===== src/rtl/gpio_irq.sv =====
// rtl/gpio_irq.sv - per-pin rising/falling edge interrupt unit on the simple device bus
module gpio_irq #(
    parameter int unsigned GpiWidth = 8
) (
    input  logic                clk_i,
    input  logic                rst_ni,
    input  logic                device_req_i,
    input  logic [31:0]         device_addr_i,
    input  logic                device_we_i,
    input  logic [3:0]          device_be_i,
    input  logic [31:0]         device_wdata_i,
    output logic                device_rvalid_o,
    output logic [31:0]         device_rdata_o,
    input  logic [GpiWidth-1:0] gp_dbnc_i,
    output logic                irq_o
);

    localparam logic [11:0] RiseEnOff = 12'h000;
    localparam logic [11:0] FallEnOff = 12'h004;
    localparam logic [11:0] StatusOff = 12'h008;
    localparam logic [11:0] SetOff    = 12'h00C;

    logic [GpiWidth-1:0] rise_en_q, rise_en_d;
    logic [GpiWidth-1:0] fall_en_q, fall_en_d;
    logic [GpiWidth-1:0] status_q, status_d;
    logic [GpiWidth-1:0] prev_q;
    logic                primed_q;
    logic                rvalid_q;
    logic [31:0]         rdata_q, rdata_d;
    logic                irq_q;

    logic [11:0]         offset;
    logic                wr_en;
    logic [GpiWidth-1:0] lane_mask;
    logic [GpiWidth-1:0] wr_bits;
    logic [GpiWidth-1:0] w1c_mask, w1s_mask;
    logic [GpiWidth-1:0] rise, fall;
    logic                unused_bus;

    assign offset     = device_addr_i[11:0];
    assign wr_en      = device_req_i & device_we_i;
    assign unused_bus = ^{device_addr_i[31:12], device_wdata_i, device_be_i};

    // Pin i lives in byte lane i/8, so only that lane's enable lets a write reach it.
    always_comb begin
        lane_mask = '0;
        for (int i = 0; i < int'(GpiWidth); i++) begin
            lane_mask[i] = device_be_i[i/8];
        end
    end

    assign wr_bits = device_wdata_i[GpiWidth-1:0] & lane_mask;

    always_comb begin
        rise_en_d = rise_en_q;
        fall_en_d = fall_en_q;
        w1c_mask  = '0;
        w1s_mask  = '0;
        if (wr_en) begin
            unique case (offset)
                RiseEnOff: rise_en_d = (rise_en_q & ~lane_mask) | wr_bits;
                FallEnOff: fall_en_d = (fall_en_q & ~lane_mask) | wr_bits;
                StatusOff: w1c_mask  = wr_bits;
                SetOff:    w1s_mask  = wr_bits;
                default:   ;
            endcase
        end
    end

    // The priming cycle only loads prev_q, so a pin already high at reset release never flags.
    assign rise = primed_q ? (gp_dbnc_i & ~prev_q & rise_en_q) : '0;
    assign fall = primed_q ? (~gp_dbnc_i & prev_q & fall_en_q) : '0;

    assign status_d = (status_q & ~w1c_mask) | rise | fall | w1s_mask;

    always_comb begin
        rdata_d = '0;
        if (device_req_i && !device_we_i) begin
            unique case (offset)
                RiseEnOff: rdata_d = 32'(rise_en_q);
                FallEnOff: rdata_d = 32'(fall_en_q);
                StatusOff: rdata_d = 32'(status_q);
                default:   rdata_d = '0;
            endcase
        end
    end

    always_ff @(posedge clk_i or negedge rst_ni) begin
        if (!rst_ni) begin
            rise_en_q <= '0;
            fall_en_q <= '0;
            status_q  <= '0;
            prev_q    <= '0;
            primed_q  <= 1'b0;
            rvalid_q  <= 1'b0;
            rdata_q   <= '0;
            irq_q     <= 1'b0;
        end else begin
            rise_en_q <= rise_en_d;
            fall_en_q <= fall_en_d;
            status_q  <= status_d;
            prev_q    <= gp_dbnc_i;
            primed_q  <= 1'b1;
            rvalid_q  <= device_req_i;
            rdata_q   <= rdata_d;
            irq_q     <= |status_d;
        end
    end

    assign device_rvalid_o = rvalid_q;
    assign device_rdata_o  = rdata_q;
    assign irq_o           = irq_q;

endmodule

===== config.mk =====
export PLATFORM = sky130hd
export DESIGN_NAME = gpio_irq
export DESIGN_NICKNAME = d
export VERILOG_FILES = /design/src/rtl/gpio_irq.sv
export SDC_FILE = /design/constraint.sdc
export NUM_CORES = 1
export LEC_CHECK = 0
export ABC_AREA = 1
export ABC_CLOCK_PERIOD_IN_PS = 1000
export CORE_MARGIN = 2
export CORE_UTILIZATION = 37
export DETAILED_ROUTE_END_ITERATION = 10
export HOLD_SLACK_MARGIN = 0.08
export PLACE_DENSITY = 0.81
export SLEW_MARGIN = 20
export SYNTH_ARGS = -nofsm -noshare
export SYNTH_HDL_FRONTEND = slang
export SYNTH_SLANG_ARGS = --single-unit

===== constraint.sdc =====
create_clock -name clk_i -period 1 [get_ports clk_i]
set_input_delay 0.3 -clock clk_i [delete_from_list [all_inputs] [get_ports clk_i]]
set_output_delay 0.3 -clock clk_i [all_outputs]
set_load 0.03 [all_outputs]

# --- Word level (Yosys, flattened, before mapping) ---
# Cells that the tools add are included.
op_classes:
  n_addsub: 0
  mul: 0
  n_div: 0
  order_cmp: 0
  n_eq_ne: 3
  shifts: 0
  muxes: 8
  bitwise: 18
  reduce_logical: 6
ops:
  columns: ["cell", "count"]
  rows:
  - ["$and 8x8->8", 8]
  - ["$mux 8", 6]
  - ["$or 8x8->8", 5]
  - ["$mux 32", 1]
  - ["$not 8->8", 4]
  - ["$eq 12x4->1 const B", 2]
  - ["$pmux 8 s3", 1]
  - ["$eq 12x3->1 const B", 1]
  - ["$logic_not 12->1", 1]
  - ["$reduce_or 8->1", 1]
  - ["$reduce_and 2->1", 2]
  - ["$and 1x1->1", 1]
  - ["$logic_and 1x1->1", 1]
  - ["$logic_not 1->1", 1]
totals:
  regBits: 67
  latch_bits: 0
  ramBits: 0
  rom_bits: 0
  in_bits: 80
  elab_cells: 43
  mem_count: 0

# --- Logic depth before layout (Yosys ltp) ---
# Gate-level depths: netlist (run 1).
depth:
  ltp_word: 9
  mapped_depth: 11
  mapped_depth_nobuf: 10

# --- Worst setup path after synthesis (run 1) ---
# Ideal clock, no wire load.
synth_path:
  kind: "input to register"
  startpoint: "in device_addr_i[1]"
  endpoint: "reg with a tool-made name"
  setup_time_ps: 119
  arrival_ps: 1371
  required_time_ps: 881
  setup_slack_ps: -490
  path_stages: 7
  n_path_buf: 2
  path_cell_list: "or2_1 buf_6 nor3_4 nand3_2 buf_6 nand2_1 o21ai_2"
synth_rtl:
  columns: ["item", "line", "text"]
  rows:
  - ["from (decl)", "8", "input logic [31:0] device_addr_i,"]

==> results of run 1 <==
[final cells by class]
| type | instances | area, sq um | share of cell area, % |
|---|---|---|---|
| timing repair buffer | 103 | 1010 | 26.8 |
| sequential | 43 | 1080 | 28.5 |
| clock buffer | 8 | 100 | 2.65 |
| inverter | 38 | 143 | 3.78 |
| multi-input combinational | 191 | 1350 | 35.7 |
| tap | 77 | 96.3 | 2.55 |
[worst max-delay path, cell delays in order, from the launching register on]
cell and delay [ns]:
dfrtp_1 0.39, a21oi_1 0.16, nand3b_1 0.17, nand2_1 0.11, a21oi_2 0.18, nand2_1 0.10
nor2_1 0.12, nand2_1 0.07
[cells by family (layout without fill, tap and decap cells)]
group | Yosys count | in the layout | synth area share, %
AND/OR/NAND/NOR | 128 | 128 | 26.9
AO/OA/AOI/OAI | 38 | 38 | 11.1
other | 2 | 25 | 0.315
buffers and inverters | 71 | 149 | 16.4
flip-flops | 43 | 43 | 45.2
[metrics by stage]
| stage | setup TNS, ns | instance area [sq um] | utilization [%] | power [mW] |
|---|---|---|---|---|
| 4_1_cts | -6.78 | 3580 | 57.0 | 3.55 |
| 3_5_place_dp | -27.47 | 3140 | 50.0 | 2.30 |
| 5_1_grt | -10.26 | 3780 | 60.2 | 3.71 |
| 6_report | -8.82 | 3780 | 60.2 | 3.59 |
| 2_1_floorplan | -11.96 | 2510 | - | 2.11 |
| 3_3_place_gp | -26.24 | 3140 | 50.0 | 2.29 |
[power by group]
part | internal [mW] | switching, mW | leakage, nW | total, mW
Clock | 0.631 | 0.614 | 0.0515 | 1.24
Sequential | 1.76 | 0.0186 | 0.530 | 1.78
Combinational | 0.222 | 0.348 | 1.23 | 0.569
Total | 2.61 | 0.980 | 1.82 | 3.59
[worst max path at each step]
stage / cells after the start / endpoint / slack (ns)
floorplan: 7 / flip-flop / -0.49
global placement: 11 / irq_o / -0.86
detailed placement: 11 / irq_o / -0.92
CTS: 12 / irq_o / -0.27
global route: 7 / irq_o / -0.47
finish: 7 / irq_o / -0.41
[cells in the final DEF, fill, tap and decap left out, drive strengths merged, types with 2 or more instances in the layout]
master,synthesis,layout
nand3b,8,8
clkdlybuf4s50,0,8
conb,2,25
o21ai,25,25
clkbuf,0,12
nand2,45,45
dlymetal6s2s,0,8
a21oi,12,12
nand3,51,51
nor2,21,21
nor3,2,2
buf,33,81
dfrtp,43,43
inv,38,38
[layer usage]
layer	GRT usage, %	vias to the layer above	wire length (um)
li1	-	1057	-
met1	24.2	1159	2650
met2	35.9	132	4220
met3	5.01	31	552
met4	8.06	0	306
met5	0	-	0
[repair_timing]
action | CTS | global route
endpoints found under the setup margin | 43 | 43
endpoints found under the hold margin | 43 | 0
cloned | 3 | 0
buffers inserted | 4 | 5
hold buffers | 1 | 0
resized for setup | 121 | 74
pin swaps | 23 | 25
==> impl_metrics.json, run 1 <==
{
  "ys_ff_latch": 43,
  "rows": 29,
  "cts_buffers": 5,
  "r2r_cells": 7,
  "p_per_area_nw_per_um2": 951,
  "start_util_pct": 38.0,
  "leakagePower_nw": 1.82,
  "clock_path_buffers": 2,
  "synth-async-reset-ratio_pct": 100,
  "grt_max_degree": 44,
  "h-tree-depth": 2,
  "finClkSkew_ns": 0.0128,
  "post-route-min-period_ns": 1.41,
  "avgSynthCellArea_sq_um": 8.45,
  "setup_ws_ns": -0.412,
  "synth_top_area_share_pct": 45.2,
  "final_cells": 460,
  "die_area_sq_um": 7100,
  "dominantRegCellSynth": "dfrtp_1",
  "cp-end-kind": "flip-flop",
  "synth_edf_count": 0,
  "syn2layout_area_growth_pct": 58.6,
  "rsz0062_at_grt": "yes",
  "io_buffers": 42,
  "netlist_instances": 282,
  "place_worst_setup_slack_ns": -0.924,
  "drtPass1Iterations": 5,
  "die_h_um": 84.2,
  "ys_seq_area_share_pct": 45.2,
  "clk_pin_slew_ns": 0.09,
  "hold_path.class": "in -> reg",
  "gp_congestion": 0.828,
  "drtIter0Drc": 316,
  "dp_cells": 441,
  "cp.required_ns": 1.19,
  "fin_nets": 462,
  "cts_tree": "done",
  "ys_warn_count": 0,
  "whs_ns": 0.155,
  "final_antenna_net_count": 0,
  "die_x_um": 84.2,
  "drive_gt1_share_pct": 54.8,
  "failed_checks": "negative setup slack",
  "cp_max_fo": 2,
  "period_share_pct": 141,
  "synthTopCellsByArea": "dfrtp_1 (45%), nand3_1 (9.9%), buf_4 (7.6%), nand2_1 (6.9%), o21ai_2 (5.9%)",
  "antenna_found_initial": 0,
  "hpwlAfterDp_um": 4170,
  "clock_latency_ns": 0.30,
  "critPathKind": "reg -> reg",
  "cap_violations": 0,
  "pin_count": 114,
  "synth_area_sq_um": 2380,
  "drc_errors": 0,
  "clockRootBuffer": "clkbuf_8",
  "diodes": 0,
  "status": "complete, but fails checks",
  "r2r_setup_slack_ns": -0.41,
  "yosys.cell_count.top_type": "nand3_1",
  "wl_um": 7720,
  "startpoint_type": "flip-flop",
  "cp.arrival_ns": 1.60,
  "slew_violations": 0,
  "fillCellCount": 473,
  "vdd_drop_max_mv": 0.780,
  "grt_pass1_vias": 2435,
  "clock-sinks": 43,
  "hold_depth": 1,
  "min_from": "gp_dbnc_i[2]",
  "route.vias.total": 2379,
  "yosys.area.top_type": "dfrtp_1",
  "setup_violations": 43,
  "via_per_inst": 5.17,
  "grt-ovfl-total": 0,
  "grt_pass1_wl_um": 11600,
  "fmax_ghz": 0.708,
  "yosys.cell_types.count": 24,
  "hold_end": "prev_q[2]",
  "r2r_end": "irq_o",
  "grt_usage_pct": 20.5,
  "hold_viol_final": 0,
  "ys_top_cells_by_count": "nand3_1 (47), nand2_1 (44), dfrtp_1 (43)",
  "fp.coreArea_sq_um": 6280,
  "wl_per_cell_um": 16.8
}
No activity file was read; power rests on OpenSTA's default activity.
==> inputs of run 2 (changes only) <==
- REMOVE_ABC_BUFFERS: unset -> 1
==> run 2 against run 1 <==
  * The flow still finishes with violations (negative setup slack)
  * Count of clock-buffer cells in the layout decreased by 2
  * Utilization increased by 2.7 points
  * Wire length increased by 0.44%
  * Global-route usage about the same
  * First-iteration DRC count decreased by 45%
  * Setup slack got worse by 0.0095 ns
  * Sequential power about the same
  * Register-to-register slack improved by 0.09 ns
  * Clock power increased by 17%
  * Critical path depth increased by 2
  * Via count decreased by 1.1%
  * Largest cell class unchanged
  * Largest power group unchanged
  * Highest routed layer unchanged
==> impl_metrics.json, run 2 (synthesis results as in run 1) <==
{
  "r2r_setup_slack_ns": -0.32,
  "cp.required_ns": 1.20,
  "path_cells": "buf_6, or2_4, buf_4, buf_6, nor3_4, nand3_2, buf_8, nand2_4, o21ai_2",
  "drtPass1Iterations": 4,
  "cp.arrival_ns": 1.62,
  "layout_common_cells": "buf_4 (53), dfrtp_1 (42), inv_1 (27)",
  "setup_violations": 43,
  "die_x_um": 84.2,
  "syn2layout_area_growth_pct": 65.5,
  "post-route-util_pct": 62.8,
  "period_share_pct": 142,
  "route.vias.total": 2354,
  "grt_pass1_vias": 2431,
  "r2r_end": "irq_o",
  "diodes": 0,
  "crit_start": "device_addr_i[1]",
  "grt-ovfl-total": 0,
  "io_buffers": 42,
  "critPathKind": "in -> reg",
  "die_h_um": 84.2,
  "hold_path.class": "in -> reg",
  "status": "complete, but fails checks",
  "start_util_pct": 38.0,
  "drive_gt1_share_pct": 53.7,
  "fmax_ghz": 0.703,
  "grtUsageMet2_pct": 35.4,
  "grtUsageMet3_pct": 4.82,
  "worst_path_most_repeated_cell": "buf_6",
  "h-tree-depth": 2,
  "grt_max_degree": 44,
  "cp_slowest_cell": "or2_4",
  "finClkSkew_ns": 0.00685,
  "cp-end-kind": "flip-flop",
  "whs_ns": 0.166,
  "cts_buffers": 5,
  "leakagePower_nw": 1.86,
  "clock_latency_ns": 0.31,
  "cp_max_fo": 8,
  "cpPeakStageDelay_ns": 0.27,
  "busiest_layer": "met2",
  "fp.coreArea_sq_um": 6280,
  "hold_viol_final": 0,
  "drtIter0Drc": 174,
  "place_worst_setup_slack_ns": -1.01,
  "die_area_sq_um": 7100,
  "hpwlAfterDp_um": 4030,
  "use_met1_pct": 23.8,
  "cts_tree": "done",
  "fin_nets": 476,
  "pin_count": 114,
  "cap_violations": 0,
  "startpoint_type": "input pin",
  "setup_ws_ns": -0.422,
  "rsz0062_at_grt": "yes",
  "final_antenna_net_count": 0,
  "grt_pass1_wl_um": 11400,
  "clock-sinks": 43,
  "r2r_cells": 7,
  "slew_violations": 0,
  "min_from": "gp_dbnc_i[1]",
  "layout_commonest_cell": "buf_4",
  "grt_usage_pct": 20.6,
  "gp_congestion": 0.876,
  "failed_checks": "negative setup slack",
  "drc_errors": 0,
  "wl_per_cell_um": 16.4,
  "vdd_drop_max_mv": 0.785,
  "wl_um": 7760,
  "clk_pin_slew_ns": 0.09,
  "p_per_area_nw_per_um2": 970,
  "clock_path_buffers": 2,
  "rows": 29,
  "clockRootBuffer": "clkbuf_8",
  "via_per_inst": 4.97,
  "antenna_found_initial": 0,
  "post-route-min-period_ns": 1.42
}
run 2: through the flow:
step	cells	setup TNS, ns	power, mW	instance area [sq um]
6_report	474	-12.34	3.83	3940
5_1_grt	474	-14.09	3.95	3940
4_1_cts	469	-7.02	3.78	3730
3_5_place_dp	443	-27.74	2.30	3150
3_3_place_gp	443	-26.58	2.29	3150
2_1_floorplan	272	-23.32	2.02	2220
run 2: area by class of cell:
class | instances | area [sq um]
sequential | 43 | 1080
multi-input combinational | 191 | 1350
timing repair buffer | 117 | 1160
tap | 77 | 96.3
clock buffer | 6 | 82.6
fill | 440 | 2330
clock inverter | 2 | 35.0
inverter | 38 | 143
run 2: how the worst min path moves through the flow:
| stage | slack [ns] | depth (start not counted) | end |
|---|---|---|---|
| after floorplan | 0.004 | 0 | asynchronous set/reset pin |
| after global placement | 0.29 | 2 | device_rdata_o[2] |
| after detailed placement | 0.30 | 2 | device_rdata_o[2] |
| after CTS | 0.27 | 1 | prev_q[2] |
| after global routing | 0.19 | 1 | prev_q[1] |
| final | 0.17 | 1 | prev_q[1] |
run 2: critical path, delay by kind of cell:
kind                   cells  cell delay (ns)
and+or+nand+nor            4             0.74
buffers and inverters      4             0.53
AOI/OAI and AO/OA          1             0.05
run 2: power by group:
part | total [mW] | leakage (nW) | switching [mW] | internal, mW
clock | 1.45 | 0.0612 | 0.639 | 0.808
sequential | 1.78 | 0.530 | 0.0172 | 1.76
combinational | 0.603 | 1.27 | 0.358 | 0.245
total | 3.83 | 1.86 | 1.01 | 2.81
run 2: metal layers:
metal  share of wire (%)  wire length, um  up-vias
met5                   0                0        -
li1                    -                -     1086
met2                  52             4040      113
met1                  37             2840     1122
met4                 4.5              352        0
met3                 6.8              527       33
run 2: what timing repair did:
action / CTS / global route
gates resized for setup: 135 / 54
hold buffers: 1 / 0
pin swaps: 41 / 19
setup endpoints to repair: 43 / 43
endpoints found under the hold margin: 43 / 0
cloned: 4 / 0
buffers inserted: 14 / 6
==> inputs of run 3 (changes only) <==
- SLEW_MARGIN: 20 -> 10
==> results of run 3 <==
No change in the layout: final DEF, timing and power equal those of run 2.
